==> config.mk <==
export PLATFORM = sky130hd
export DESIGN_NAME = shift_r_uint8_stream
export DESIGN_NICKNAME = d
export VERILOG_FILES = /design/src/rtl/pimsynth_pkg.sv /design/src/rtl/shift_r_uint8.sv /design/src/rtl/shift_r_uint8_stream.sv
export SDC_FILE = /design/constraint.sdc
export NUM_CORES = 1
export LEC_CHECK = 0
export BUFFER_PORTS_ARGS = -buffer_cell sky130_fd_sc_hd__buf_2
export CAP_MARGIN = 20
export CELL_PAD_IN_SITES_DETAIL_PLACEMENT = 1
export CELL_PAD_IN_SITES_GLOBAL_PLACEMENT = 1
export CORE_ASPECT_RATIO = 1.2
export CORE_MARGIN = 1.5
export CORE_UTILIZATION = 50
export CTS_BUF_LIST = sky130_fd_sc_hd__clkbuf_4
export DETAILED_ROUTE_END_ITERATION = 8
export GPL_TIMING_DRIVEN = 0
export MAX_ROUTING_LAYER = met4
export PLACE_DENSITY = 0.92
export SKIP_LAST_GASP = 1
export SYNTH_ARGS = -nofsm -noshare
export SYNTH_HDL_FRONTEND = slang
export SYNTH_SLANG_ARGS = --single-unit
==> constraint.sdc <==
create_clock -name clk -period 4.1 [get_ports clk]
set_input_delay 0.205 -clock clk [delete_from_list [all_inputs] [get_ports clk]]
set_output_delay 0.205 -clock clk [all_outputs]
set_load 0.05 [all_outputs]
==> src/rtl/pimsynth_pkg.sv <==
// Shared types for the PIM synthesis benchmark blocks.
// Holds the uint8 operand types and the shift request record.
package pimsynth_pkg;

    localparam int UINT8_W       = 8;
    localparam int UINT8_SHAMT_W = 3;

    typedef logic [UINT8_W-1:0] uint8_t;

    typedef struct packed {
        uint8_t a;
        uint8_t b;
    } shr_req_t;

endpackage

==> src/rtl/shift_r_uint8.sv <==
// Combinational 8-bit unsigned right-shift core.
// Only the low shift-amount bits are seen here; out-of-range shifts are handled by the caller.
module shift_r_uint8
    import pimsynth_pkg::*;
(
    input  uint8_t                   a,
    input  logic [UINT8_SHAMT_W-1:0] shamt,
    output uint8_t                   y
);

    assign y = a >> shamt;

endmodule

==> src/rtl/shift_r_uint8_stream.sv <==
// Streaming wrapper around shift_r_uint8: operand FIFO, shift core, registered output stage.
// Shifts of WIDTH or more return 0 and raise out_ovf alongside the result.
module shift_r_uint8_stream
    import pimsynth_pkg::*;
#(
    parameter int WIDTH       = UINT8_W,
    parameter int SHIFT_WIDTH = UINT8_SHAMT_W,
    parameter int DEPTH       = 2
) (
    input  logic                     clk,
    input  logic                     rst,
    input  logic                     in_valid,
    output logic                     in_ready,
    input  logic [WIDTH-1:0]         in_a,
    input  logic [WIDTH-1:0]         in_b,
    output logic                     out_valid,
    input  logic                     out_ready,
    output logic [WIDTH-1:0]         out_y,
    output logic                     out_ovf,
    output logic [$clog2(DEPTH):0]   occupancy
);

    localparam int PTR_W = $clog2(DEPTH);
    localparam int OCC_W = PTR_W + 1;
    localparam logic [OCC_W-1:0] DEPTH_OCC = OCC_W'(DEPTH);

    shr_req_t         mem [DEPTH];
    logic [PTR_W-1:0] wr_ptr;
    logic [PTR_W-1:0] rd_ptr;
    shr_req_t         head;
    logic             fifo_nonempty;
    logic             push;
    logic             pop;
    logic             head_ovf;
    uint8_t           core_y;

    // in_ready depends on registered occupancy only, so a full FIFO never
    // accepts in the same cycle it pops.
    assign in_ready      = (occupancy < DEPTH_OCC);
    assign fifo_nonempty = (occupancy != '0);
    assign push          = in_valid && in_ready;
    assign pop           = fifo_nonempty && (!out_valid || out_ready);

    assign head     = mem[rd_ptr];
    assign head_ovf = |head.b[WIDTH-1:SHIFT_WIDTH];

    shift_r_uint8 u_core (
        .a     (head.a),
        .shamt (head.b[SHIFT_WIDTH-1:0]),
        .y     (core_y)
    );

    always_ff @(posedge clk) begin
        if (push) begin
            mem[wr_ptr] <= '{a: in_a, b: in_b};
        end
    end

    always_ff @(posedge clk or posedge rst) begin
        if (rst) begin
            wr_ptr    <= '0;
            rd_ptr    <= '0;
            occupancy <= '0;
        end else begin
            if (push) begin
                wr_ptr <= wr_ptr + PTR_W'(1);
            end
            if (pop) begin
                rd_ptr <= rd_ptr + PTR_W'(1);
            end
            case ({push, pop})
                2'b10:   occupancy <= occupancy + OCC_W'(1);
                2'b01:   occupancy <= occupancy - OCC_W'(1);
                default: occupancy <= occupancy;
            endcase
        end
    end

    always_ff @(posedge clk or posedge rst) begin
        if (rst) begin
            out_valid <= 1'b0;
            out_y     <= '0;
            out_ovf   <= 1'b0;
        end else if (pop) begin
            out_valid <= 1'b1;
            out_y     <= head_ovf ? '0 : core_y;
            out_ovf   <= head_ovf;
        end else if (out_valid && out_ready) begin
            out_valid <= 1'b0;
        end
    end

endmodule
==> results of run 1 <==
==> logic make-up (layout without fill, tap and decap cells) <==
logic type,after synthesis,in the layout,share of synthesized area
buffers and inverters,7,56,0.0199
AO/OA/AOI/OAI,16,16,0.0577
flip-flops,46,46,0.695
adder cells (fa/ha/maj),1,1,0.00663
AND/OR/NAND/NOR,28,28,0.0703
XOR/XNOR,5,5,0.0232
multiplexers,20,20,0.128
==> power by group through the flow <==
stage	Sequential, mW	Combinational [mW]	Clock (mW)
floorplan	0.727	0.361	0
global placement	0.648	0.535	0
detailed placement	0.656	0.567	0
CTS	0.646	0.573	0.228
global route	0.654	0.621	0.245
finish	0.644	0.569	0.219
==> synth_stat cells, types with 3 or more instances <==
cell type	count	area share
sky130_fd_sc_hd__inv_1	4	0.0079
sky130_fd_sc_hd__nor2_1	8	0.016
sky130_fd_sc_hd__nand2_1	12	0.024
sky130_fd_sc_hd__dfrtp_1	14	0.19
sky130_fd_sc_hd__o21ai_0	4	0.011
sky130_fd_sc_hd__o221ai_1	3	0.014
sky130_fd_sc_hd__xnor2_1	5	0.023
sky130_fd_sc_hd__edfxtp_1	32	0.51
sky130_fd_sc_hd__mux2i_1	17	0.090
==> critical path, delay by kind of cell (launching register included) <==
family / cells / cell delay [ps]
buffers and inverters: 1 / 160
DFF: 1 / 380
muxes: 3 / 1020
AOI/OAI and AO/OA: 1 / 170
==> stage by stage <==
stage / util / area [sq um] / worst slack (ps)
floorplan: - / 1890 / 1780
finish: 0.623 / 2260 / 2240
detailed placement: 0.584 / 2120 / 2280
CTS: 0.609 / 2210 / 2240
global placement: 0.582 / 2110 / 2130
global route: 0.623 / 2260 / 2120
==> worst paths after layout <==
kind / from / end
max in group asynchronous: rst / out_y[1]
min in group asynchronous: rst / out_valid
min reg2reg: out_ovf / out_ovf
max: rd_ptr / out_y[0]
min: in_b[1] / mem[1][1]
max reg2reg: rd_ptr / out_y[0]
==> timing repair <==
item / 4_1_cts / 5_1_grt
hold buffers: 3 / 5
hold endpoints to repair: 18 / 10
gates resized for setup: 0 / 0
==> routing by layer <==
layer	vias to the layer above	wire, um
met5	-	0
met4	0	49
met3	6	120
met2	24	1870
met1	550	1330
li1	551	-
==> flip-flops by register name, summed over array words and instances (netlist names) <==
register,flops
occupancy,2
out_ovf,1
out_valid,1
wr_ptr,1
out_y,8
rd_ptr,1
mem,32
==> cell type report <==
type | instances | area share
Sequential cell | 46 | 0.579
Multi-Input combinational cell | 70 | 0.238
Timing Repair Buffer | 41 | 0.109
Tap cell | 52 | 0.0287
Clock buffer | 5 | 0.0166
Clock inverter | 3 | 0.0111
Buffer | 3 | 0.00995
Inverter | 4 | 0.00663
==> flow_summary.html, run 1 <==
<table>
<tr><th>Metric</th><th>Value</th></tr>
<tr><th colspan="2">Status</th></tr>
<tr><td>Result of the run</td><td>completed</td></tr>
<tr><th colspan="2">Logic synthesis</th></tr>
<tr><td>Number of unique standard cell types used by synthesis</td><td>28</td></tr>
<tr><td>Share of the yosys chip area belonging to registers</td><td>0.694</td></tr>
<tr><td>Area of the mapped netlist</td><td>1890 sq um</td></tr>
<tr><td>Synth Flop Type</td><td>sky130_fd_sc_hd__edfxtp_1</td></tr>
<tr><td>Number of warnings issued by yosys</td><td>0</td></tr>
<tr><td>Post-synthesis sequential element count</td><td>46</td></tr>
<tr><td>Gate count after technology mapping</td><td>123</td></tr>
<tr><td>Share of synthesized registers carrying an async set or reset</td><td>0.304</td></tr>
<tr><td>Number of enable-type register cells in the synthesized netlist</td><td>32</td></tr>
<tr><td>Post-synthesis net count</td><td>144</td></tr>
<tr><td>Avg Synthesized Cell Area</td><td>15.4 sq um</td></tr>
<tr><th colspan="2">Worst setup path</th></tr>
<tr><td>Register-to-Register Setup Slack</td><td>2240 ps</td></tr>
<tr><td>Delay of the slowest cell on the worst path</td><td>410 ps</td></tr>
<tr><td>Worst Setup End Kind</td><td>flop</td></tr>
<tr><td>Depth of the most critical reg-to-reg path</td><td>5</td></tr>
<tr><td>Category of the critical setup timing path</td><td>reg2reg</td></tr>
<tr><td>Critical path peak fanout</td><td>9</td></tr>
<tr><td>Crit path arrival time</td><td>2110 ps</td></tr>
<tr><td>Slowest cell on the critical path</td><td>sky130_fd_sc_hd__mux2i_4</td></tr>
<tr><td>Cells traversed along the worst timing path</td><td>buf_6 &gt; mux2i_4 &gt; mux4_1 &gt; mux2i_1 &gt; o221ai_1</td></tr>
<tr><td>Required time of the worst setup path</td><td>4340 ps</td></tr>
<tr><td>Crit path launch type</td><td>flop</td></tr>
<tr><th colspan="2">Clock tree</th></tr>
<tr><td>Clock tree root driver cell</td><td>sky130_fd_sc_hd__clkbuf_4</td></tr>
<tr><td>Clock insertion delay at the later pin of the skew report</td><td>370 ps</td></tr>
<tr><td>Clock tree from TritonCTS</td><td>yes</td></tr>
<tr><td>Sink count of the clock tree</td><td>46</td></tr>
<tr><td>Postcts setup bufs</td><td>0</td></tr>
<tr><td>Clock buffer count from CTS</td><td>5</td></tr>
<tr><td>CTS H-tree depth</td><td>2</td></tr>
<tr><td>Clock-pin slew on the worst setup and hold paths</td><td>140 ps</td></tr>
<tr><td>CTS Buffer Depth</td><td>2</td></tr>
<tr><th colspan="2">Placement</th></tr>
<tr><td>Count of input and output buffers</td><td>32</td></tr>
<tr><td>Weighted congestion reported at the end of routability-driven placement</td><td>0.764</td></tr>
<tr><td>Dpl cells</td><td>208</td></tr>
<tr><td>HPWL after DPL</td><td>2500 um</td></tr>
<tr><th colspan="2">Min path</th></tr>
<tr><td>Hold path cells</td><td>1</td></tr>
<tr><td>Class of the worst hold path</td><td>in2reg</td></tr>
<tr><th colspan="2">STA</th></tr>
<tr><td>Setup TNS after final layout</td><td>0 ps</td></tr>
<tr><td>Time the final worst path needs with I/O delays and setup</td><td>1860 ps</td></tr>
<tr><td>Final cycle utilization of the critical path</td><td>0.455</td></tr>
<tr><td>Number of hold violations in the final report</td><td>0</td></tr>
<tr><td>Setup Skew</td><td>11.7 ps</td></tr>
<tr><td>Setup repair after global routing missed its margin</td><td>false</td></tr>
<tr><td>Rel. slew slack</td><td>0.500</td></tr>
<tr><td>Worst Max-Slew Pin Slew</td><td>749 ps</td></tr>
<tr><td>Maximum frequency from static timing analysis</td><td>0.536 GHz</td></tr>
<tr><td>Max Transition Viols Final</td><td>0</td></tr>
<tr><td>Total setup violations reported at the end of the flow</td><td>0</td></tr>
<tr><td>Final-layout worst hold slack</td><td>17.1 ps</td></tr>
<tr><th colspan="2">Global route</th></tr>
<tr><td>Met1 layer usage reported by global route</td><td>0.204</td></tr>
<tr><td>Met3 GRT Util</td><td>0.0593</td></tr>
<tr><td>Vias in the first global route</td><td>1,205</td></tr>
<tr><td>Number of antenna violations at the first check in global routing</td><td>0</td></tr>
<tr><td>Met2 usage</td><td>0.322</td></tr>
<tr><td>Global-route wire length before repair</td><td>5600 um</td></tr>
<tr><td>Most used routing layer</td><td>met2</td></tr>
<tr><td>All-Layer GR Usage</td><td>0.189</td></tr>
<tr><td>GRT Residual Overflow</td><td>0</td></tr>
<tr><td>Largest net degree at the start of global routing</td><td>17</td></tr>
<tr><th colspan="2">Route</th></tr>
<tr><td>Wire length per cell</td><td>15.1 um</td></tr>
<tr><td>Drt drc</td><td>0</td></tr>
<tr><td>Length of the first detailed-routing pass in iterations</td><td>4</td></tr>
<tr><td>Antenna Nets Post-Route</td><td>0</td></tr>
<tr><td>Avg Vias per Cell</td><td>5.05</td></tr>
<tr><td>Total routed wirelength</td><td>3380 um</td></tr>
<tr><td>Violation count after the first detailed-route iteration</td><td>44</td></tr>
<tr><td>Total number of vias</td><td>1,131</td></tr>
<tr><th colspan="2">Final layout</th></tr>
<tr><td>Multi-input logic area</td><td>539 sq um</td></tr>
<tr><td>Synthesis-to-finish area growth</td><td>19.9%</td></tr>
<tr><td>Commonest cells after routing, fill and taps aside</td><td>32 x sky130_fd_sc_hd__buf_2, 32 x sky130_fd_sc_hd__edfxtp_1, 17 x sky130_fd_sc_hd__mux2i_1</td></tr>
<tr><td>Combined flip-flop and latch cell area</td><td>1310 sq um</td></tr>
<tr><td>Final net count</td><td>192</td></tr>
<tr><td>Number of antenna diodes</td><td>0</td></tr>
<tr><td>Share of cells above drive strength 1</td><td>0.267</td></tr>
<tr><td>Filler Cells Inserted</td><td>361</td></tr>
<tr><td>Number of non-filler instances in the completed layout</td><td>224</td></tr>
<tr><th colspan="2">Power and ir drop</th></tr>
<tr><td>Power per cell area</td><td>633 nW/um^2</td></tr>
<tr><td>Seq pwr share</td><td>0.450</td></tr>
<tr><td>Combinational Power Share</td><td>0.397</td></tr>
<tr><td>Internal power of the cells</td><td>0.881 mW</td></tr>
<tr><td>Clock network fraction of total power</td><td>0.153</td></tr>
<tr><td>Total Power Consumption</td><td>1.43 mW</td></tr>
<tr><td>Power dissipated by switching net loads</td><td>0.551 mW</td></tr>
<tr><td>Leakage power summed over all cells</td><td>0.934 nW</td></tr>
<tr><td>Switching share of total power</td><td>0.385</td></tr>
<tr><td>Maximum VDD drop</td><td>274 uV</td></tr>
<tr><th colspan="2">Run</th></tr>
<tr><td>MaxCap Viol Count</td><td>0</td></tr>
<tr><th colspan="2">Floorplanning</th></tr>
<tr><td>Vertical die dimension</td><td>70.3 um</td></tr>
<tr><td>Core footprint</td><td>3630 sq um</td></tr>
<tr><td>Die Wd</td><td>59.1 um</td></tr>
<tr><td>Die ar.</td><td>4160 sq um</td></tr>
<tr><td>Starting Density</td><td>0.520</td></tr>
<tr><td>Number of I/O pins</td><td>33</td></tr>
<tr><td>Cell row count</td><td>24</td></tr>
</table>
(Power assumes the default switching activity.)
==> run 2: changes to the inputs <==
--- a/config.mk
+++ b/config.mk
@@ -5,18 +5,19 @@
 export SDC_FILE = /design/constraint.sdc
 export NUM_CORES = 1
 export LEC_CHECK = 0
+export ABC_AREA = 1
 export BUFFER_PORTS_ARGS = -buffer_cell sky130_fd_sc_hd__buf_2
 export CAP_MARGIN = 20
 export CELL_PAD_IN_SITES_DETAIL_PLACEMENT = 1
 export CELL_PAD_IN_SITES_GLOBAL_PLACEMENT = 1
 export CORE_ASPECT_RATIO = 1.2
 export CORE_MARGIN = 1.5
-export CORE_UTILIZATION = 50
+export CORE_UTILIZATION = 45
 export CTS_BUF_LIST = sky130_fd_sc_hd__clkbuf_4
 export DETAILED_ROUTE_END_ITERATION = 8
 export GPL_TIMING_DRIVEN = 0
 export MAX_ROUTING_LAYER = met4
-export PLACE_DENSITY = 0.92
+export PLACE_DENSITY = 0.88
 export SKIP_LAST_GASP = 1
 export SYNTH_ARGS = -nofsm -noshare
 export SYNTH_HDL_FRONTEND = slang
==> constraint.sdc (replaced) <==
create_clock -name clk -period 1.9 [get_ports clk]
set_input_delay 0.095 -clock clk [delete_from_list [all_inputs] [get_ports clk]]
set_output_delay 0.095 -clock clk [all_outputs]
set_load 0.05 [all_outputs]
==> run 2 against run 1 <==
  * Clock power increased by 100%
  * Synthesized cell count is 54% higher
  * Largest cell class unchanged
  * Global-route usage is 0.90 points higher
  * Combinational power increased to 2.7 times the previous value
  * Critical path type unchanged
  * Total power up 140%
==> flow_summary.html, run 2 <==
<table>
<tr><th>Metric</th><th>Value</th></tr>
<tr><th colspan="2">Clock tree</th></tr>
<tr><td>Sink count of the clock tree</td><td>46 (unchanged)</td></tr>
<tr><td>Clock insertion delay at the later pin of the skew report</td><td>350 ps (-20 ps)</td></tr>
<tr><td>Clock-pin slew on the worst setup and hold paths</td><td>140 ps (about the same)</td></tr>
<tr><td>CTS Buffer Depth</td><td>2 (unchanged)</td></tr>
<tr><td>Postcts setup bufs</td><td>0 (unchanged)</td></tr>
<tr><td>Clock tree from TritonCTS</td><td>yes</td></tr>
<tr><td>CTS H-tree depth</td><td>2 (unchanged)</td></tr>
<tr><td>Clock buffer count from CTS</td><td>5 (unchanged)</td></tr>
<tr><td>Clock tree root driver cell</td><td>sky130_fd_sc_hd__clkbuf_4</td></tr>
<tr><th colspan="2">Power and ir drop</th></tr>
<tr><td>Seq pwr share</td><td>0.410 (-0.040)</td></tr>
<tr><td>Maximum VDD drop</td><td>571 uV (+110%)</td></tr>
<tr><td>Power per cell area</td><td>1340 nW/um^2 (+110%)</td></tr>
<tr><td>Power dissipated by switching net loads</td><td>1.49 mW (+170%)</td></tr>
<tr><td>Switching share of total power</td><td>0.441 (+0.0557)</td></tr>
<tr><td>Internal power of the cells</td><td>1.90 mW (+120%)</td></tr>
<tr><td>Combinational Power Share</td><td>0.460 (+0.063)</td></tr>
<tr><td>Leakage power summed over all cells</td><td>1.15 nW (+24%)</td></tr>
<tr><td>Clock network fraction of total power</td><td>0.130 (-0.023)</td></tr>
<tr><th colspan="2">Global route</th></tr>
<tr><td>Vias in the first global route</td><td>1,594 (+32%)</td></tr>
<tr><td>Global-route wire length before repair</td><td>7270 um (+30%)</td></tr>
<tr><td>Number of antenna violations at the first check in global routing</td><td>0 (unchanged)</td></tr>
<tr><td>All-Layer GR Usage</td><td>0.198 (+0.00898)</td></tr>
<tr><td>GRT Residual Overflow</td><td>0 (unchanged)</td></tr>
<tr><td>Largest net degree at the start of global routing</td><td>17 (unchanged)</td></tr>
<tr><th colspan="2">STA</th></tr>
<tr><td>Rel. slew slack</td><td>0.643 (+0.143)</td></tr>
<tr><td>Setup Skew</td><td>12.2 ps (+0.494 ps)</td></tr>
<tr><td>Number of hold violations in the final report</td><td>0 (unchanged)</td></tr>
<tr><td>Max Transition Viols Final</td><td>0 (unchanged)</td></tr>
<tr><td>Maximum frequency from static timing analysis</td><td>0.598 GHz (+12%)</td></tr>
<tr><td>Time the final worst path needs with I/O delays and setup</td><td>1670 ps (-193 ps)</td></tr>
<tr><td>Total setup violations reported at the end of the flow</td><td>0 (unchanged)</td></tr>
<tr><td>Final cycle utilization of the critical path</td><td>0.880 (+0.425)</td></tr>
<tr><td>Setup repair after global routing missed its margin</td><td>false</td></tr>
<tr><td>Final-layout worst hold slack</td><td>106 ps (+89.4 ps)</td></tr>
<tr><td>Worst Max-Slew Pin Slew</td><td>534 ps (-216 ps)</td></tr>
<tr><td>Setup TNS after final layout</td><td>0 ps (unchanged)</td></tr>
<tr><th colspan="2">Final layout</th></tr>
<tr><td>Most common cell after layout, fill and taps aside</td><td>sky130_fd_sc_hd__nand2_1</td></tr>
<tr><td>Number of flip-flops under the largest register name</td><td>32 (unchanged)</td></tr>
<tr><td>Number of antenna diodes</td><td>0 (unchanged)</td></tr>
<tr><td>Commonest cells after routing, fill and taps aside</td><td>56 x sky130_fd_sc_hd__nand2_1, 34 x sky130_fd_sc_hd__buf_2, 32 x sky130_fd_sc_hd__edfxtp_1</td></tr>
<tr><td>Register name with the most flops</td><td>mem</td></tr>
<tr><td>Final net count</td><td>268 (+40%)</td></tr>
<tr><td>Share of cells above drive strength 1</td><td>0.286 (+0.0188)</td></tr>
<tr><td>Summed area of non-filler cells in the final layout</td><td>2530 sq um (+12%)</td></tr>
<tr><td>Registers with the highest flip-flop counts</td><td>mem x32, out_y x8, occupancy x2</td></tr>
<tr><td>Synthesis-to-finish area growth</td><td>23.8%</td></tr>
<tr><th colspan="2">Logic synthesis</th></tr>
<tr><td>Gate count after technology mapping</td><td>190 (+54%)</td></tr>
<tr><td>Share of the yosys chip area belonging to registers</td><td>0.642 (-0.0527)</td></tr>
<tr><td>Cell with the most instances after synthesis</td><td>sky130_fd_sc_hd__nand2_1</td></tr>
<tr><td>Area of the mapped netlist</td><td>2040 sq um (+8.2%)</td></tr>
<tr><td>Number of enable-type register cells in the synthesized netlist</td><td>32 (unchanged)</td></tr>
<tr><td>Post-synth top area share</td><td>0.470 (-0.0386)</td></tr>
<tr><td>Share of synthesized registers carrying an async set or reset</td><td>0.304 (unchanged)</td></tr>
<tr><td>Largest area contributor in the synthesized netlist</td><td>sky130_fd_sc_hd__edfxtp_1</td></tr>
<tr><td>Avg Synthesized Cell Area</td><td>10.8 sq um (-30%)</td></tr>
<tr><td>Cells taking the most area after synthesis</td><td>sky130_fd_sc_hd__edfxtp_1 47%, sky130_fd_sc_hd__dfrtp_1 17%, sky130_fd_sc_hd__nand2_1 10%, sky130_fd_sc_hd__nand3_1 4.7%, sky130_fd_sc_hd__inv_1 3.5%</td></tr>
<tr><td>Number of unique standard cell types used by synthesis</td><td>24 (-14%)</td></tr>
<tr><td>Synth Flop Type</td><td>sky130_fd_sc_hd__edfxtp_1</td></tr>
<tr><td>Number of warnings issued by yosys</td><td>0 (unchanged)</td></tr>
<tr><td>Post-synthesis sequential element count</td><td>46 (unchanged)</td></tr>
<tr><td>Post-synthesis net count</td><td>211 (+47%)</td></tr>
<tr><td>Most common library cells after synthesis</td><td>57 x sky130_fd_sc_hd__nand2_1, 32 x sky130_fd_sc_hd__edfxtp_1, 19 x sky130_fd_sc_hd__inv_1, 19 x sky130_fd_sc_hd__nand3_1, 14 x sky130_fd_sc_hd__dfrtp_1</td></tr>
<tr><th colspan="2">Floorplanning</th></tr>
<tr><td>Starting Density</td><td>0.476 (-0.0438)</td></tr>
<tr><td>Number of I/O pins</td><td>33 (unchanged)</td></tr>
<tr><td>Cell row count</td><td>26 (+8.3%)</td></tr>
<tr><td>Die ar.</td><td>4960 sq um (+19%)</td></tr>
<tr><td>Vertical die dimension</td><td>76.8 um (+9.2%)</td></tr>
<tr><td>Die Wd</td><td>64.5 um (+9.2%)</td></tr>
<tr><td>Core footprint</td><td>4290 sq um (+18%)</td></tr>
<tr><th colspan="2">Worst setup path</th></tr>
<tr><td>Worst Setup End Kind</td><td>flop</td></tr>
<tr><td>Crit path arrival time</td><td>1910 ps (-200 ps)</td></tr>
<tr><td>Crit path launch type</td><td>flop</td></tr>
<tr><td>Register-to-Register Setup Slack</td><td>230 ps (-2010 ps)</td></tr>
<tr><td>Required time of the worst setup path</td><td>2140 ps (-2200 ps)</td></tr>
<tr><td>Depth of the most critical reg-to-reg path</td><td>6 (+1)</td></tr>
<tr><td>Reg-to-Reg End</td><td>occupancy[1]</td></tr>
<tr><td>Reg2Reg Launch Point</td><td>occupancy[0]</td></tr>
<tr><td>Category of the critical setup timing path</td><td>reg2reg</td></tr>
<tr><td>Critical path peak fanout</td><td>5 (-4)</td></tr>
<tr><th colspan="2">Run</th></tr>
<tr><td>MaxCap Viol Count</td><td>0 (unchanged)</td></tr>
<tr><th colspan="2">Placement</th></tr>
<tr><td>Count of input and output buffers</td><td>32 (unchanged)</td></tr>
<tr><td>HPWL after DPL</td><td>3010 um (+20%)</td></tr>
<tr><td>Post-Place Cell Area</td><td>2300 sq um (+8.3%)</td></tr>
<tr><td>Weighted congestion reported at the end of routability-driven placement</td><td>0.794 (+3.8%)</td></tr>
<tr><th colspan="2">Route</th></tr>
<tr><td>Total routed wirelength</td><td>4320 um (+28%)</td></tr>
<tr><td>Avg Vias per Cell</td><td>4.79 (-5.1%)</td></tr>
<tr><td>Drt drc</td><td>0 (unchanged)</td></tr>
<tr><td>Violation count after the first detailed-route iteration</td><td>49 (+11%)</td></tr>
<tr><td>Total number of vias</td><td>1,456 (+29%)</td></tr>
<tr><td>Length of the first detailed-routing pass in iterations</td><td>4 (unchanged)</td></tr>
<tr><td>Wire length per cell</td><td>14.2 um (-5.7%)</td></tr>
<tr><td>Antenna Nets Post-Route</td><td>0 (unchanged)</td></tr>
<tr><th colspan="2">Min path</th></tr>
<tr><td>Class of the worst hold path</td><td>in2reg</td></tr>
<tr><td>Worst Hold End</td><td>wr_ptr</td></tr>
<tr><td>Startpoint of the worst hold path</td><td>in_valid</td></tr>
<tr><td>Hold path cells</td><td>3 (+2)</td></tr>
<tr><th colspan="2">Status</th></tr>
<tr><td>Result of the run</td><td>completed</td></tr>
</table>
-- run 2: cell types whose count changed in the layout (fill, tap and decap cells not counted), sizes merged, moves of 2 or more --
cell and change:
nand2 +54, o21ai +2, nor2b -2, xor2 +3
mux2i -19, inv +17, nor2 +4, nand3 +20
o221ai -3, a211oi -2, xnor2 -4, dlygate4sd3 +10
-- run 2: power by group through the flow --
| stage | clock network (mW) | registers [mW] | logic, mW |
|---|---|---|---|
| after floorplan | 0 | 1.56 | 1.01 |
| after global placement | 0 | 1.40 | 1.43 |
| after detailed placement | 0 | 1.42 | 1.51 |
| after CTS | 0.444 | 1.39 | 1.57 |
| after global routing | 0.474 | 1.41 | 1.73 |
| final | 0.442 | 1.39 | 1.56 |
-- run 2: logic make-up (layout without fill, tap and decap cells) --
logic type,after synthesis,after routing,synth area share
xor+xnor,4,4,0.0171
fa+ha+maj,1,1,0.00612
buf+inv,27,85,0.0594
compound gates,12,12,0.0380
simple gates,100,100,0.238
flops,46,46,0.642
-- run 2: worst max-delay path, stage by stage, from the launching register on --
cell and delay [ps]:
sky130_fd_sc_hd__dfrtp_1 440, sky130_fd_sc_hd__o21ai_0 260, sky130_fd_sc_hd__inv_1 150, sky130_fd_sc_hd__ha_1 330, sky130_fd_sc_hd__a21oi_1 120, sky130_fd_sc_hd__o21ai_0 110, sky130_fd_sc_hd__xor2_1 150
-- run 2: repair_timing --
action	4_1_cts	5_1_grt
hold buffers	18	0
hold endpoints to repair	47	0
resized for setup	0	0
-- run 2: metrics by stage --
stage | worst slack, ps | cells | power, mW | utilization
floorplan | 15.2 | 190 | 2.57 | -
global placement | 338 | 278 | 2.83 | 0.535
detailed placement | 227 | 278 | 2.93 | 0.535
CTS | 203 | 304 | 3.41 | 0.589
global route | 33.4 | 304 | 3.62 | 0.589
finish | 228 | 304 | 3.39 | 0.589
-- run 2: worst max-delay path by stage --
stage              endpoint         start  cells after the start
4_1_cts        occupancy[1]  occupancy[0]                      6
3_3_place_gp   occupancy[1]  occupancy[0]                      6
3_5_place_dp   occupancy[1]  occupancy[0]                      6
2_1_floorplan  occupancy[1]  occupancy[1]                      6
6_report       occupancy[1]  occupancy[0]                      6
5_1_grt        occupancy[1]  occupancy[0]                      6
-- run 2: final cells by class --
class                           instances  area [sq um]
Buffer                                  4          32.5
Clock buffer                            5          37.5
Clock inverter                          3          16.3
Fill cell                             495          1760
Inverter                               23          92.6
Multi-Input combinational cell        117           628
Sequential cell                        46          1310
Tap cell                               56          70.1
Timing Repair Buffer                   50           340
-- run 2: per-layer routing --
| metal | vias up | part of all wire | track usage |
|---|---|---|---|
| met5 | - | 0 | - |
| met4 | 0 | 0.013 | 0.0574 |
| met3 | 5 | 0.026 | 0.0264 |
| met2 | 27 | 0.56 | 0.380 |
| met1 | 700 | 0.40 | 0.207 |
| li1 | 724 | - | - |
==> run 3: changes to the inputs <==
--- a/config.mk
+++ b/config.mk
@@ -10,14 +10,14 @@
 export CAP_MARGIN = 20
 export CELL_PAD_IN_SITES_DETAIL_PLACEMENT = 1
 export CELL_PAD_IN_SITES_GLOBAL_PLACEMENT = 1
-export CORE_ASPECT_RATIO = 1.2
+export CORE_ASPECT_RATIO = 1.4
 export CORE_MARGIN = 1.5
-export CORE_UTILIZATION = 45
+export CORE_UTILIZATION = 49
 export CTS_BUF_LIST = sky130_fd_sc_hd__clkbuf_4
 export DETAILED_ROUTE_END_ITERATION = 8
 export GPL_TIMING_DRIVEN = 0
 export MAX_ROUTING_LAYER = met4
-export PLACE_DENSITY = 0.88
+export PLACE_DENSITY = 0.94
 export SKIP_LAST_GASP = 1
 export SYNTH_ARGS = -nofsm -noshare
 export SYNTH_HDL_FRONTEND = slang
==> constraint.sdc (replaced) <==
create_clock -name clk -period 2 [get_ports clk]
set_input_delay 0.1 -clock clk [delete_from_list [all_inputs] [get_ports clk]]
set_output_delay 0.1 -clock clk [all_outputs]
set_load 0.05 [all_outputs]
==> run 3 against run 2 <==
  * Flip-flop and latch count unchanged
  * Clock power down 1%
  * Clock skew down 1.1 ps
  * Sequential share of layout area up 0.57 points
  * Critical endpoint is now mem[0][4]
==> flow_summary.html, run 3 (synthesized netlist as in run 2, its figures left out) <==
<table>
<tr><th>Metric</th><th>Value</th></tr>
<tr><th colspan="2">Status</th></tr>
<tr><td>Result of the run</td><td>completed</td></tr>
<tr><th colspan="2">Global route</th></tr>
<tr><td>GRT Residual Overflow</td><td>0 (unchanged)</td></tr>
<tr><td>Number of antenna violations at the first check in global routing</td><td>1 (+1)</td></tr>
<tr><td>Largest net degree at the start of global routing</td><td>17 (unchanged)</td></tr>
<tr><td>All-Layer GR Usage</td><td>0.262 (+0.0638)</td></tr>
<tr><td>Global-route wire length before repair</td><td>8300 um (+14%)</td></tr>
<tr><td>Vias in the first global route</td><td>1,635 (+2.6%)</td></tr>
<tr><th colspan="2">Clock tree</th></tr>
<tr><td>Clock buffer count from CTS</td><td>5 (unchanged)</td></tr>
<tr><td>CTS H-tree depth</td><td>2 (unchanged)</td></tr>
<tr><td>Clock insertion delay at the later pin of the skew report</td><td>370 ps (+20 ps)</td></tr>
<tr><td>Post-cts resize count</td><td>0 (unchanged)</td></tr>
<tr><td>CTS Buffer Depth</td><td>2 (unchanged)</td></tr>
<tr><td>Clock tree from TritonCTS</td><td>yes</td></tr>
<tr><td>Clock-pin slew on the worst setup and hold paths</td><td>130 ps (about the same)</td></tr>
<tr><td>Sink count of the clock tree</td><td>46 (unchanged)</td></tr>
<tr><td>Clock tree root driver cell</td><td>sky130_fd_sc_hd__clkbuf_4</td></tr>
<tr><th colspan="2">Placement</th></tr>
<tr><td>Post-Place Cell Area</td><td>2270 sq um (-1.3%)</td></tr>
<tr><td>HPWL after DPL</td><td>2690 um (-11%)</td></tr>
<tr><td>Count of input and output buffers</td><td>32 (unchanged)</td></tr>
<tr><td>Weighted congestion reported at the end of routability-driven placement</td><td>0.850 (+7.1%)</td></tr>
<tr><td>Worst setup timing slack at the placement stage</td><td>256 ps (+29.5 ps)</td></tr>
<tr><th colspan="2">Route</th></tr>
<tr><td>Violation count after the first detailed-route iteration</td><td>60 (+22%)</td></tr>
<tr><td>Length of the first detailed-routing pass in iterations</td><td>4 (unchanged)</td></tr>
<tr><td>Wire length per cell</td><td>17.1 um (+20%)</td></tr>
<tr><td>Avg Vias per Cell</td><td>5.18 (+8.1%)</td></tr>
<tr><td>Total routed wirelength</td><td>4990 um (+15%)</td></tr>
<tr><td>Detailed-route wire length on metal 1</td><td>1970 um (+15%)</td></tr>
<tr><td>Antenna Nets Post-Route</td><td>0 (unchanged)</td></tr>
<tr><td>Total number of vias</td><td>1,507 (+3.5%)</td></tr>
<tr><td>Highest metal layer with signal wires</td><td>met4</td></tr>
<tr><td>Met3 wire len</td><td>228 um (+100%)</td></tr>
<tr><td>Total length of routed met2 wires</td><td>2650 um (+9.0%)</td></tr>
<tr><td>Drt drc</td><td>0 (unchanged)</td></tr>
<tr><th colspan="2">Power and ir drop</th></tr>
<tr><td>Internal power of the cells</td><td>1.82 mW (-4.4%)</td></tr>
<tr><td>Combinational Power Share</td><td>0.455 (-0.005)</td></tr>
<tr><td>Power per cell area</td><td>1300 nW/um^2 (-3.4%)</td></tr>
<tr><td>Maximum VDD drop</td><td>959 uV (+68%)</td></tr>
<tr><td>Leakage power summed over all cells</td><td>1.15 nW (-0.19%)</td></tr>
<tr><td>Seq pwr share</td><td>0.411 (about the same)</td></tr>
<tr><td>Switching share of total power</td><td>0.440 (-0.000505)</td></tr>
<tr><td>Power dissipated by switching net loads</td><td>1.43 mW (-4.6%)</td></tr>
<tr><td>Clock network fraction of total power</td><td>0.135 (+0.005)</td></tr>
<tr><td>Total Power Consumption</td><td>3.24 mW (-4.5%)</td></tr>
<tr><th colspan="2">Floorplanning</th></tr>
<tr><td>Die Wd</td><td>57.6 um (-11%)</td></tr>
<tr><td>Number of I/O pins</td><td>33 (unchanged)</td></tr>
<tr><td>Vertical die dimension</td><td>79.4 um (+3.4%)</td></tr>
<tr><td>Core footprint</td><td>3950 sq um (-8.0%)</td></tr>
<tr><td>Starting Density</td><td>0.517 (+0.0411)</td></tr>
<tr><td>Die ar.</td><td>4570 sq um (-7.7%)</td></tr>
<tr><td>Cell row count</td><td>27 (+3.8%)</td></tr>
<tr><th colspan="2">Final layout</th></tr>
<tr><td>Share of cells above drive strength 1</td><td>0.283 (-0.00289)</td></tr>
<tr><td>Final net count</td><td>268 (unchanged)</td></tr>
<tr><td>Number of flip-flops under the largest register name</td><td>32 (unchanged)</td></tr>
<tr><td>Registers with the highest flip-flop counts</td><td>mem x32, out_y x8, occupancy x2</td></tr>
<tr><td>Summed area of non-filler cells in the final layout</td><td>2500 sq um (-1.1%)</td></tr>
<tr><td>Most common cell after layout, fill and taps aside</td><td>sky130_fd_sc_hd__nand2_1</td></tr>
<tr><td>Synthesis-to-finish area growth</td><td>22.5%</td></tr>
<tr><td>Register name with the most flops</td><td>mem</td></tr>
<tr><td>Commonest cells after routing, fill and taps aside</td><td>57 x sky130_fd_sc_hd__nand2_1, 34 x sky130_fd_sc_hd__buf_2, 32 x sky130_fd_sc_hd__edfxtp_1</td></tr>
<tr><th colspan="2">STA</th></tr>
<tr><td>Number of hold violations in the final report</td><td>0 (unchanged)</td></tr>
<tr><td>Time the final worst path needs with I/O delays and setup</td><td>1750 ps (+78.5 ps)</td></tr>
<tr><td>Final cycle utilization of the critical path</td><td>0.875 (-0.00473)</td></tr>
<tr><td>Min setup slack post-route</td><td>250 ps (+21.5 ps)</td></tr>
<tr><td>Rel. slew slack</td><td>0.416 (-0.228)</td></tr>
<tr><td>Worst Max-Slew Pin Slew</td><td>876 ps (+342 ps)</td></tr>
<tr><td>Maximum frequency from static timing analysis</td><td>0.571 GHz (-4.5%)</td></tr>
<tr><td>Setup repair after global routing missed its margin</td><td>false</td></tr>
<tr><td>Total setup violations reported at the end of the flow</td><td>0 (unchanged)</td></tr>
<tr><td>Max Transition Viols Final</td><td>0 (unchanged)</td></tr>
<tr><td>Setup TNS after final layout</td><td>0 ps (unchanged)</td></tr>
<tr><td>Setup Skew</td><td>11.1 ps (-1.10 ps)</td></tr>
<tr><th colspan="2">Worst setup path</th></tr>
<tr><td>Cells traversed along the worst timing path</td><td>clkinvlp_4 &gt; nand2_1 &gt; nor2_2</td></tr>
<tr><td>Worst Setup End Kind</td><td>flop</td></tr>
<tr><td>Category of the critical setup timing path</td><td>reg2reg</td></tr>
<tr><td>Crit path launch type</td><td>flop</td></tr>
<tr><td>Delay of the slowest cell on the worst path</td><td>700 ps (+260 ps)</td></tr>
<tr><td>Critical path peak fanout</td><td>16 (+11)</td></tr>
<tr><td>Required time of the worst setup path</td><td>2000 ps (-140 ps)</td></tr>
<tr><td>Slowest cell on the critical path</td><td>sky130_fd_sc_hd__nor2_2</td></tr>
<tr><td>Crit path arrival time</td><td>1750 ps (-160 ps)</td></tr>
<tr><th colspan="2">Min path</th></tr>
<tr><td>Class of the worst hold path</td><td>in2reg</td></tr>
<tr><th colspan="2">Run</th></tr>
<tr><td>MaxCap Viol Count</td><td>0 (unchanged)</td></tr>
</table>
run 3: power by group through the flow:
| stage | registers [mW] | logic [mW] | clock network [mW] |
|---|---|---|---|
| 3_5_place_dp | 1.34 | 1.38 | 0 |
| 5_1_grt | 1.35 | 1.64 | 0.475 |
| 4_1_cts | 1.32 | 1.41 | 0.443 |
| 3_3_place_gp | 1.33 | 1.33 | 0 |
| 2_1_floorplan | 1.48 | 0.941 | 0 |
| 6_report | 1.33 | 1.47 | 0.437 |
run 3: layer usage:
| layer | track usage | vias to the layer above |
|---|---|---|
| li1 | - | 725 |
| met1 | 0.301 | 731 |
| met2 | 0.433 | 42 |
| met3 | 0.0681 | 9 |
| met4 | 0.107 | 0 |
| met5 | - | - |
run 3: per-stage QoR:
step / utilization / hold slack (ps) / cells
3_3_place_gp: 0.574 / 158 / 265
4_1_cts: 0.632 / 113 / 290
3_5_place_dp: 0.574 / 164 / 265
2_1_floorplan: - / -10.8 / 190
5_1_grt: 0.633 / 153 / 291
6_report: 0.633 / 121 / 291
run 3: path summary, 6_finish.rpt:
kind	startpoint	endpoint	slack, ps	cells after the start
max in group asynchronous	rst	occupancy[1]	1310	3
min reg2reg	out_y[4]	out_y[4]	490	2
min	in_valid	wr_ptr	120	3
min in group asynchronous	rst	wr_ptr	300	3
max	occupancy[1]	mem[0][4]	250	3
max reg2reg	occupancy[1]	mem[0][4]	250	3
run 3: cell type report:
cell class | instances | area [sq um]
Clock inverter | 1 | 7.51
Buffer | 4 | 32.5
Multi-Input combinational cell | 117 | 616
Inverter | 23 | 92.6
Timing Repair Buffer | 50 | 340
Antenna cell | 1 | 2.50
Clock buffer | 6 | 45.0
Sequential cell | 46 | 1310
Tap cell | 43 | 53.8
Fill cell | 414 | 1450
run 3: repair_timing:
action / in CTS / in global routing
hold endpoints to repair: 47 / 0
setup buffers: 0 / 0
hold buffers: 18 / 0
run 3: critical path, delay by kind of cell, from the launching register on:
family,cells,cell delay [ps]
DFF,1,450
and+or+nand+nor,2,840
buffers and inverters,1,90
